--- src/rtl/aes_inv_mix_col_seq_if.sv ---
// Column-in / column-out handshake bundle for the InvMixColumns column engine.
// slave is the engine side, master is the producer/consumer side.
interface aes_inv_mix_col_seq_if;
    logic        in_valid;
    logic        in_ready;
    logic [31:0] col_in;
    logic        out_valid;
    logic        out_ready;
    logic [31:0] col_out;
    logic        busy;

    modport slave (
        input  in_valid, col_in, out_ready,
        output in_ready, out_valid, col_out, busy
    );

    modport master (
        output in_valid, col_in, out_ready,
        input  in_ready, out_valid, col_out, busy
    );
endinterface

--- src/rtl/aes_inv_mix_col_seq.sv ---
// Iterative AES InvMixColumns for one 32-bit column, BPC output bytes per cycle.
// The column rotates through BPC shared GF(2^8) byte lanes; results shift into res.

module aes_inv_mix_lane (
    input  logic [31:0] col,
    output logic [7:0]  y
);
    function automatic logic [7:0] xt2(input logic [7:0] a);
        return {a[6:0], 1'b0} ^ (a[7] ? 8'h1b : 8'h00);
    endfunction

    logic [7:0] b0, b1, b2, b3;
    logic [7:0] x1_2, x1_4, x1_8, x2_2, x2_4, x2_8, x3_2, x3_4, x3_8, x0_2, x0_4, x0_8;

    always_comb begin
        b0 = col[31:24];
        b1 = col[23:16];
        b2 = col[15:8];
        b3 = col[7:0];
        x0_2 = xt2(b0); x0_4 = xt2(x0_2); x0_8 = xt2(x0_4);
        x1_2 = xt2(b1); x1_4 = xt2(x1_2); x1_8 = xt2(x1_4);
        x2_2 = xt2(b2); x2_4 = xt2(x2_2); x2_8 = xt2(x2_4);
        x3_2 = xt2(b3); x3_4 = xt2(x3_2); x3_8 = xt2(x3_4);
        // 0e*b0 ^ 0b*b1 ^ 0d*b2 ^ 09*b3
        y = (x0_8 ^ x0_4 ^ x0_2)
          ^ (x1_8 ^ x1_2 ^ b1)
          ^ (x2_8 ^ x2_4 ^ b2)
          ^ (x3_8 ^ b3);
    end
endmodule

module aes_inv_mix_col_seq #(
    parameter int BPC = 1
) (
    input logic                  clk,
    input logic                  rst,
    aes_inv_mix_col_seq_if.slave bus
);
    localparam int N = 4 / BPC;
    localparam logic [1:0] CNT_LAST = 2'(N - 1);

    localparam logic [1:0] IDLE = 2'd0;
    localparam logic [1:0] BUSY = 2'd1;
    localparam logic [1:0] DONE = 2'd2;

    if (!(BPC == 1 || BPC == 2 || BPC == 4)) begin : g_bad_bpc
        $error("aes_inv_mix_col_seq: BPC must be 1, 2 or 4");
    end

    function automatic logic [31:0] rotl_bytes(input logic [31:0] x, input int k);
        return (x << (8 * k)) | (x >> (32 - 8 * k));
    endfunction

    logic [1:0]  state_q, state_d;
    logic [1:0]  cnt_q, cnt_d;
    logic [31:0] src_q, src_d;
    logic [31:0] res_q, res_d;

    // Lane j handles window byte j; lane 0 lands in the most significant slot.
    logic [BPC-1:0][7:0] lane_out;

    for (genvar j = 0; j < BPC; j++) begin : g_lane
        aes_inv_mix_lane u_lane (
            .col (rotl_bytes(src_q, j)),
            .y   (lane_out[BPC-1-j])
        );
    end

    always_comb begin
        state_d = state_q;
        cnt_d   = cnt_q;
        src_d   = src_q;
        res_d   = res_q;
        case (state_q)
            IDLE: begin
                if (bus.in_valid) begin
                    src_d   = bus.col_in;
                    cnt_d   = 2'd0;
                    state_d = BUSY;
                end
            end
            BUSY: begin
                res_d = (res_q << (8 * BPC)) | 32'(lane_out);
                src_d = rotl_bytes(src_q, BPC);
                if (cnt_q == CNT_LAST) begin
                    cnt_d   = 2'd0;
                    state_d = DONE;
                end else begin
                    cnt_d = cnt_q + 2'd1;
                end
            end
            DONE: begin
                if (bus.out_ready) state_d = IDLE;
            end
            default: state_d = IDLE;
        endcase
    end

    always_ff @(posedge clk) begin
        if (rst) begin
            state_q <= IDLE;
            cnt_q   <= 2'd0;
            src_q   <= 32'd0;
            res_q   <= 32'd0;
        end else begin
            state_q <= state_d;
            cnt_q   <= cnt_d;
            src_q   <= src_d;
            res_q   <= res_d;
        end
    end

    assign bus.in_ready  = (state_q == IDLE) && !rst;
    assign bus.out_valid = (state_q == DONE);
    assign bus.busy      = (state_q == BUSY) || (state_q == DONE);
    assign bus.col_out   = res_q;
endmodule

--- src/flat_wrapper.sv ---
// flat-port wrapper written by rule: the top's interface ports become plain ports
module aes_inv_mix_col_seq_flat 
#(
    parameter int BPC = 1
)
  (clk, rst, bus_in_valid, bus_col_in, bus_out_ready, bus_in_ready, bus_out_valid, bus_col_out, bus_busy);
  aes_inv_mix_col_seq_if bus_i ();
  input logic clk;
  input logic rst;
  input wire logic [$bits(bus_i.in_valid)-1:0] bus_in_valid;
  input wire logic [$bits(bus_i.col_in)-1:0] bus_col_in;
  input wire logic [$bits(bus_i.out_ready)-1:0] bus_out_ready;
  output wire logic [$bits(bus_i.in_ready)-1:0] bus_in_ready;
  output wire logic [$bits(bus_i.out_valid)-1:0] bus_out_valid;
  output wire logic [$bits(bus_i.col_out)-1:0] bus_col_out;
  output wire logic [$bits(bus_i.busy)-1:0] bus_busy;
  assign bus_i.in_valid = bus_in_valid;
  assign bus_i.col_in = bus_col_in;
  assign bus_i.out_ready = bus_out_ready;
  assign bus_in_ready = bus_i.in_ready;
  assign bus_out_valid = bus_i.out_valid;
  assign bus_col_out = bus_i.col_out;
  assign bus_busy = bus_i.busy;
  aes_inv_mix_col_seq #(.BPC(BPC)) u_core (.clk(clk), .rst(rst), .bus(bus_i));
endmodule
--- config.mk ---
export PLATFORM = sky130hd
export DESIGN_NAME = aes_inv_mix_col_seq_flat
export DESIGN_NICKNAME = d
export VERILOG_FILES = /design/src/rtl/aes_inv_mix_col_seq_if.sv /design/src/rtl/aes_inv_mix_col_seq.sv /design/src/flat_wrapper.sv
export SDC_FILE = /design/constraint.sdc
export NUM_CORES = 1
export LEC_CHECK = 0
export ABC_AREA = 1
export BUFFER_PORTS_ARGS = -buffer_cell sky130_fd_sc_hd__buf_2
export CORE_UTILIZATION = 50
export DETAILED_ROUTE_END_ITERATION = 10
export PLACE_DENSITY_LB_ADDON = 0.15
export SLEW_MARGIN = 25
export SYNTH_ARGS = -nofsm -noshare
export SYNTH_HDL_FRONTEND = slang
export SYNTH_SLANG_ARGS = --single-unit
--- constraint.sdc ---
create_clock -name clk -period 3.9 [get_ports clk]
set_clock_uncertainty 0.2 [all_clocks]
set_input_delay 0.78 -clock clk [delete_from_list [all_inputs] [get_ports clk]]
set_output_delay 0.78 -clock clk [all_outputs]
set_load 0.1 [all_outputs]
======== After elaboration in Yosys (flattened, before gate mapping) ========
Cells that the tools add are included.
word-level totals
  input port bits ......................... 36
  flip-flop bits (word level) ............. 68
  word-level logic and storage cells ...... 63
  output and inout port bits .............. 35
cells by class
  bitwise operators ....................... 24
  multiplexer cells ....................... 21
  reductions and logical operators ........ 7
  equal/unequal tests ..................... 6
  $add $sub $neg .......................... 1
operators with widths
  kind                                           number
  XOR 8 x 5 -> 8 bit                             11
  XOR 8 bit                                      11
  bitwise OR 32 x 8 -> 32 bit                    2
  case mux 32 bit (2 select lines)               1
  2-to-1 mux 5 bit                               12
  2-to-1 mux 32 bit                              1
  2-to-1 mux 2 bit                               5
  case mux 2 bit (3 select lines)                1
  == test 2 bit, second input constant           2
  != test 2 bit, second input constant           2
  case mux 2 bit (2 select lines)                1
  AND reduction 3 bit                            1
  adder 2 x 1 -> 2 bit, second input constant    1
  == test 2 x 1 -> 1 bit, second input constant  1
  logical NOT 2 bit                              1
  != test 2 x 1 -> 1 bit, second input constant  1
  AND reduction 2 bit                            1
  nonzero test 2 bit                             1
  logical AND 1 bit                              1
  logical NOT 1 bit                              1
  logical OR 1 bit                               1

======== Depth between registers and ports, before layout ========
  depth in word-level cells ............... 12
  gate-level depth with buffers ........... 15
  depth with buffers taken out ............ 14

======== Modules after synthesis ========
Synthesis repeated with hierarchy kept, for this count alone.
second synthesis, totals
  cell total of the unflattened synthesis .. 667
  area total of the unflattened synthesis .. 4177.8 um^2
by module, submodules not included
  module               sequential area each (um^2)  area an instance (um^2)  cells an instance  times used
  aes_inv_mix_col_seq  1361.3                       2884.0                   419                1
  aes_inv_mix_lane     0.0                          1293.7                   248                1

======== Worst setup path after synthesis ========
OpenSTA, ideal clock, no wires.
  kind .................................... input port to output port
  start point ............................. in rst
  end point ............................... out bus_in_ready
  buffers on the path ..................... 0
  stages .................................. 1
  data required time ...................... 2.920 ns
  arrival time ............................ 2.033 ns
  setup slack ............................. 0.887 ns
  path through ............................ nor2_1
between the ends
  cells in the longest elaborated chain, start to end .. 2
RTL lines
  element             line                        source
  start: declaration  flat_wrapper.sv:9           input logic rst;
  logical NOT 1 bit   aes_inv_mix_col_seq.sv:113  assign bus.in_ready = (state_q == IDLE) && !rst;
  logical AND 1 bit   aes_inv_mix_col_seq.sv:113
  end: declaration    flat_wrapper.sv:13          output wire logic [$bits(bus_i.in_ready)-1:0] bus_in_ready;
Every way passes these cells.

======== Worst setup path after layout ========
  start point ............................. reg u_core.state_q[1]
  end point ............................... out bus_in_ready
between the ends
  cells in the longest elaborated chain, start to end .. 2
RTL lines
  element                   line                        source
  start: declaration        aes_inv_mix_col_seq.sv:54   logic [1:0] state_q, state_d;
  start signal: assignment  aes_inv_mix_col_seq.sv:106  state_q <= state_d;
  logical NOT 2 bit         aes_inv_mix_col_seq.sv:113
  logical AND 1 bit         aes_inv_mix_col_seq.sv:113
Every way passes these cells.

==> results <==
- The flow ran to the end, and the final reports show no timing, DRC or antenna violations.
- The initial antenna violation count came to 0.
- The tree built by TritonCTS fans out to 68 sinks.
- The number of max-slew violations in the final report is 0.
- The post-cts sizing count is 0.
- The per-cell via count in the routed design is 5.10.
- The iteration-0 DRC count of the detailed router is between 150 and 200.
- TritonCTS built the clock tree.
- Of the cells placed in the final design, the portion with a size suffix greater than 1 is 16.8%.
- Across the run, the number of max-cap violations was 0.
- The length of the first detailed-routing pass in iterations is 4.
- The highest fanout seen on the critical path is 4.
- After synthesis, the most frequently instantiated cells are 187 x sky130_fd_sc_hd__nand2_1, 83 x sky130_fd_sc_hd__o21ai_0, 68 x sky130_fd_sc_hd__dfxtp_1, 59 x sky130_fd_sc_hd__nor2_1, 45 x sky130_fd_sc_hd__inv_1.
- The full die area is roughly 0.0087 mm^2.
- The maximum number of pins on one net before global-route repair is 65.
- Sorting the synthesized cells by area gives the leading types as sky130_fd_sc_hd__dfxtp_1 33%, sky130_fd_sc_hd__nand2_1 17%, sky130_fd_sc_hd__o21ai_0 10%.
- At the pin with the least slew margin, the transition time is between 800 and 900 ps.
- At the worst endpoint, the required time is 2920 ps.
- The final route contains 4049 vias.
- The endpoint class of the critical path is an output port.
- The class of the most critical hold timing path is reg2reg.
- The wire length of the first global-routing pass is 16900 um.
- The number of synthesized flops with an enable pin is 0.
- The antenna diode count is 0.
- During synthesis, Yosys emitted a total of 0 warnings.
- The dominant register cell in the synthesized netlist is sky130_fd_sc_hd__dfxtp_1.
- The total wire length after detailed routing is 9970 um.
- The final period demand of the worst path is 2500 ps.
- The synthesized netlist occupies a cell area of 0.00415 mm^2.
- The die span in x is roughly 93 um.
- The cell taking the most area after synthesis is sky130_fd_sc_hd__dfxtp_1.
- In the routed design, unresolved DRC markers number 0.
- The flop and latch count out of synthesis is ~70.
- Clock latency on the worst-skew pair, taken at its later pin, is around 340 ps.
- Setup repair after global routing left no endpoint under its margin.
- The tightest hold margin is about 280 ps.
- The number of setup buffers added after CTS is 0.
- Dividing the synthesized area by the synthesized cell count gives about 6.5 um^2.
- The initial core utilization is 52.6%.
- The placed wire-length estimate is about 7500 um.
- The proportion of netlist area held by the largest area contributor is 32.8%.
- The critical path startpoint category is a register.
- After detailed routing, the average wire length per cell comes to 12.6 um.
- The number of non-filler instances in the completed layout is a little under 800.
- The final-report hold violation count is 0.
- In the final design database the tool counted 728 nets.
- For this run, asynchronously set or reset flops after synthesis account for 0%.
- Clock-pin slew was measured on the worst setup and hold paths at roughly 80 ps.
- The growth of design area from synthesis to finish is 13.2%.
- The number of global-route vias before repair was around 3800.
- The number of buffers inserted during clock tree synthesis is 9.
- The cell count after synthesis came out at 639.
- The tree is rooted in a sky130_fd_sc_hd__clkbuf_8.
- Buffers placed on the I/O ports in this run total 70.
- Based on the critical path, the design can be clocked at up to roughly 400 MHz.
- Once detail routing completed, the nets flagged for antenna violations numbered 0.
- For the final routed database, the setup TNS stands at 0 ps.
- The post-placement cell count is 778.
- The period utilization is 64.1%.
- After routing the design area is 0.00470 mm^2.
- By instance count, the leading cell after synthesis is sky130_fd_sc_hd__nand2_1.
- Pin placement for this block handled between 70 and 80 I/O pins.
- The net count after synthesis is 680.
- The leftover overflow at the end of global routing is 0.
- The worst slew margin relative to its limit is approximately 44%.
- The number of placement rows is 32.
- The cell area after placement is about 0.0045 mm^2.
- The chip height is between 90 and 100 um.
- The share of synthesized area occupied by flip-flops and latches is approximately a third.
- The type of the worst setup path is reg2out.
- The total area inside the core boundary comes to 0.00789 mm^2.
- The overall fraction of global-route tracks in use is between 20% and 30%.
- The total number of H-tree levels is 3.
- Counting distinct cell types in the post-synthesis netlist gives 31.
- Counting along the longest clock path gives a buffer depth of 2.
- At the end of routability-driven placement, the weighted congestion stood at about 0.9.
- The worst path arrival time is 1520 ps.
- After clock tree synthesis, the flow added hold-fix buffers numbering 0.
- Setup violations remaining at the end of the flow were counted as 0.
==> per-layer routing <==
metal,part of all wire (%),wire length (um),vias to the layer above,global-route usage (%)
met5,0,0,-,0
met1,48,4800,1795,32.0
li1,-,-,2133,-
met2,45,4490,102,39.8
met3,4.0,396,19,4.72
met4,2.9,285,0,10.6
==> worst max-delay path, stage by stage (launching register included) <==
cell                      delay (ps)
sky130_fd_sc_hd__dfxtp_1         320
sky130_fd_sc_hd__inv_1           110
sky130_fd_sc_hd__ha_1            200
sky130_fd_sc_hd__inv_1            60
sky130_fd_sc_hd__nor2_1           70
sky130_fd_sc_hd__buf_2           420
==> sequential cells by signal, summed over array words and instances (netlist names) <==
register,count
u_core.state_q,2
u_core.cnt_q,2
u_core.bus.col_out,32
u_core.src_q,32
==> layout make-up <==
cell class | count | area (um^2)
fillers | 758 | 3190
clock buffers | 9 | 124
multi-input cells | 482 | 2410
clock inverters | 7 | 100
flip-flops and latches | 68 | 1360
repair buffers | 73 | 373
inverters | 53 | 199
well taps | 102 | 128
==> logic make-up (layout without fill, tap and decap cells) <==
group / after synthesis / count (layout) / share of synthesized area [%]
AND/OR/NAND/NOR: 297 / 297 / 29.4
flip-flops: 68 / 68 / 32.8
AO/OA/AOI/OAI: 132 / 132 / 16.5
buffers and inverters: 89 / 142 / 9.07
adder cells (fa/ha/maj): 5 / 5 / 1.51
XOR/XNOR: 48 / 48 / 10.7
==> placed cells by master (no fill, tap or decap), drive strengths merged, types with 19 or more instances in the layout <==
master	n
a21oi	34
buf	73
dfxtp	68
inv	54
nand2	196
nand3	34
nor2	59
o21ai	87
xnor2	19
xor2	29
==> path summary, 6_finish.rpt <==
path                                                          from                             endpoint  slack [ps]  depth (start not counted)
worst max-delay path                u_core.state_q[1]$_SDFFE_PP0P_                         bus_in_ready        1400                          5
worst min-delay path            u_core.bus.col_out[5]$_SDFFE_PP0P_  u_core.bus.col_out[13]$_SDFFE_PP0P_         280                          2
worst max register to register      u_core.state_q[1]$_SDFFE_PP0P_         u_core.src_q[9]$_SDFFE_PP0P_        1460                          9
worst min register to register  u_core.bus.col_out[5]$_SDFFE_PP0P_  u_core.bus.col_out[13]$_SDFFE_PP0P_         280                          2
==> metrics by stage <==
stage,utilization [%],worst slack [ps]
after floorplan,-,887
after global placement,56.7,1320
after detailed placement,56.7,1270
after CTS,59.6,1370
after global routing,59.6,1240
final,59.6,1400
Power is left out: the tool's default activity adds up to more than one toggle a clock period on the data nets, which glitch-free logic cannot reach.
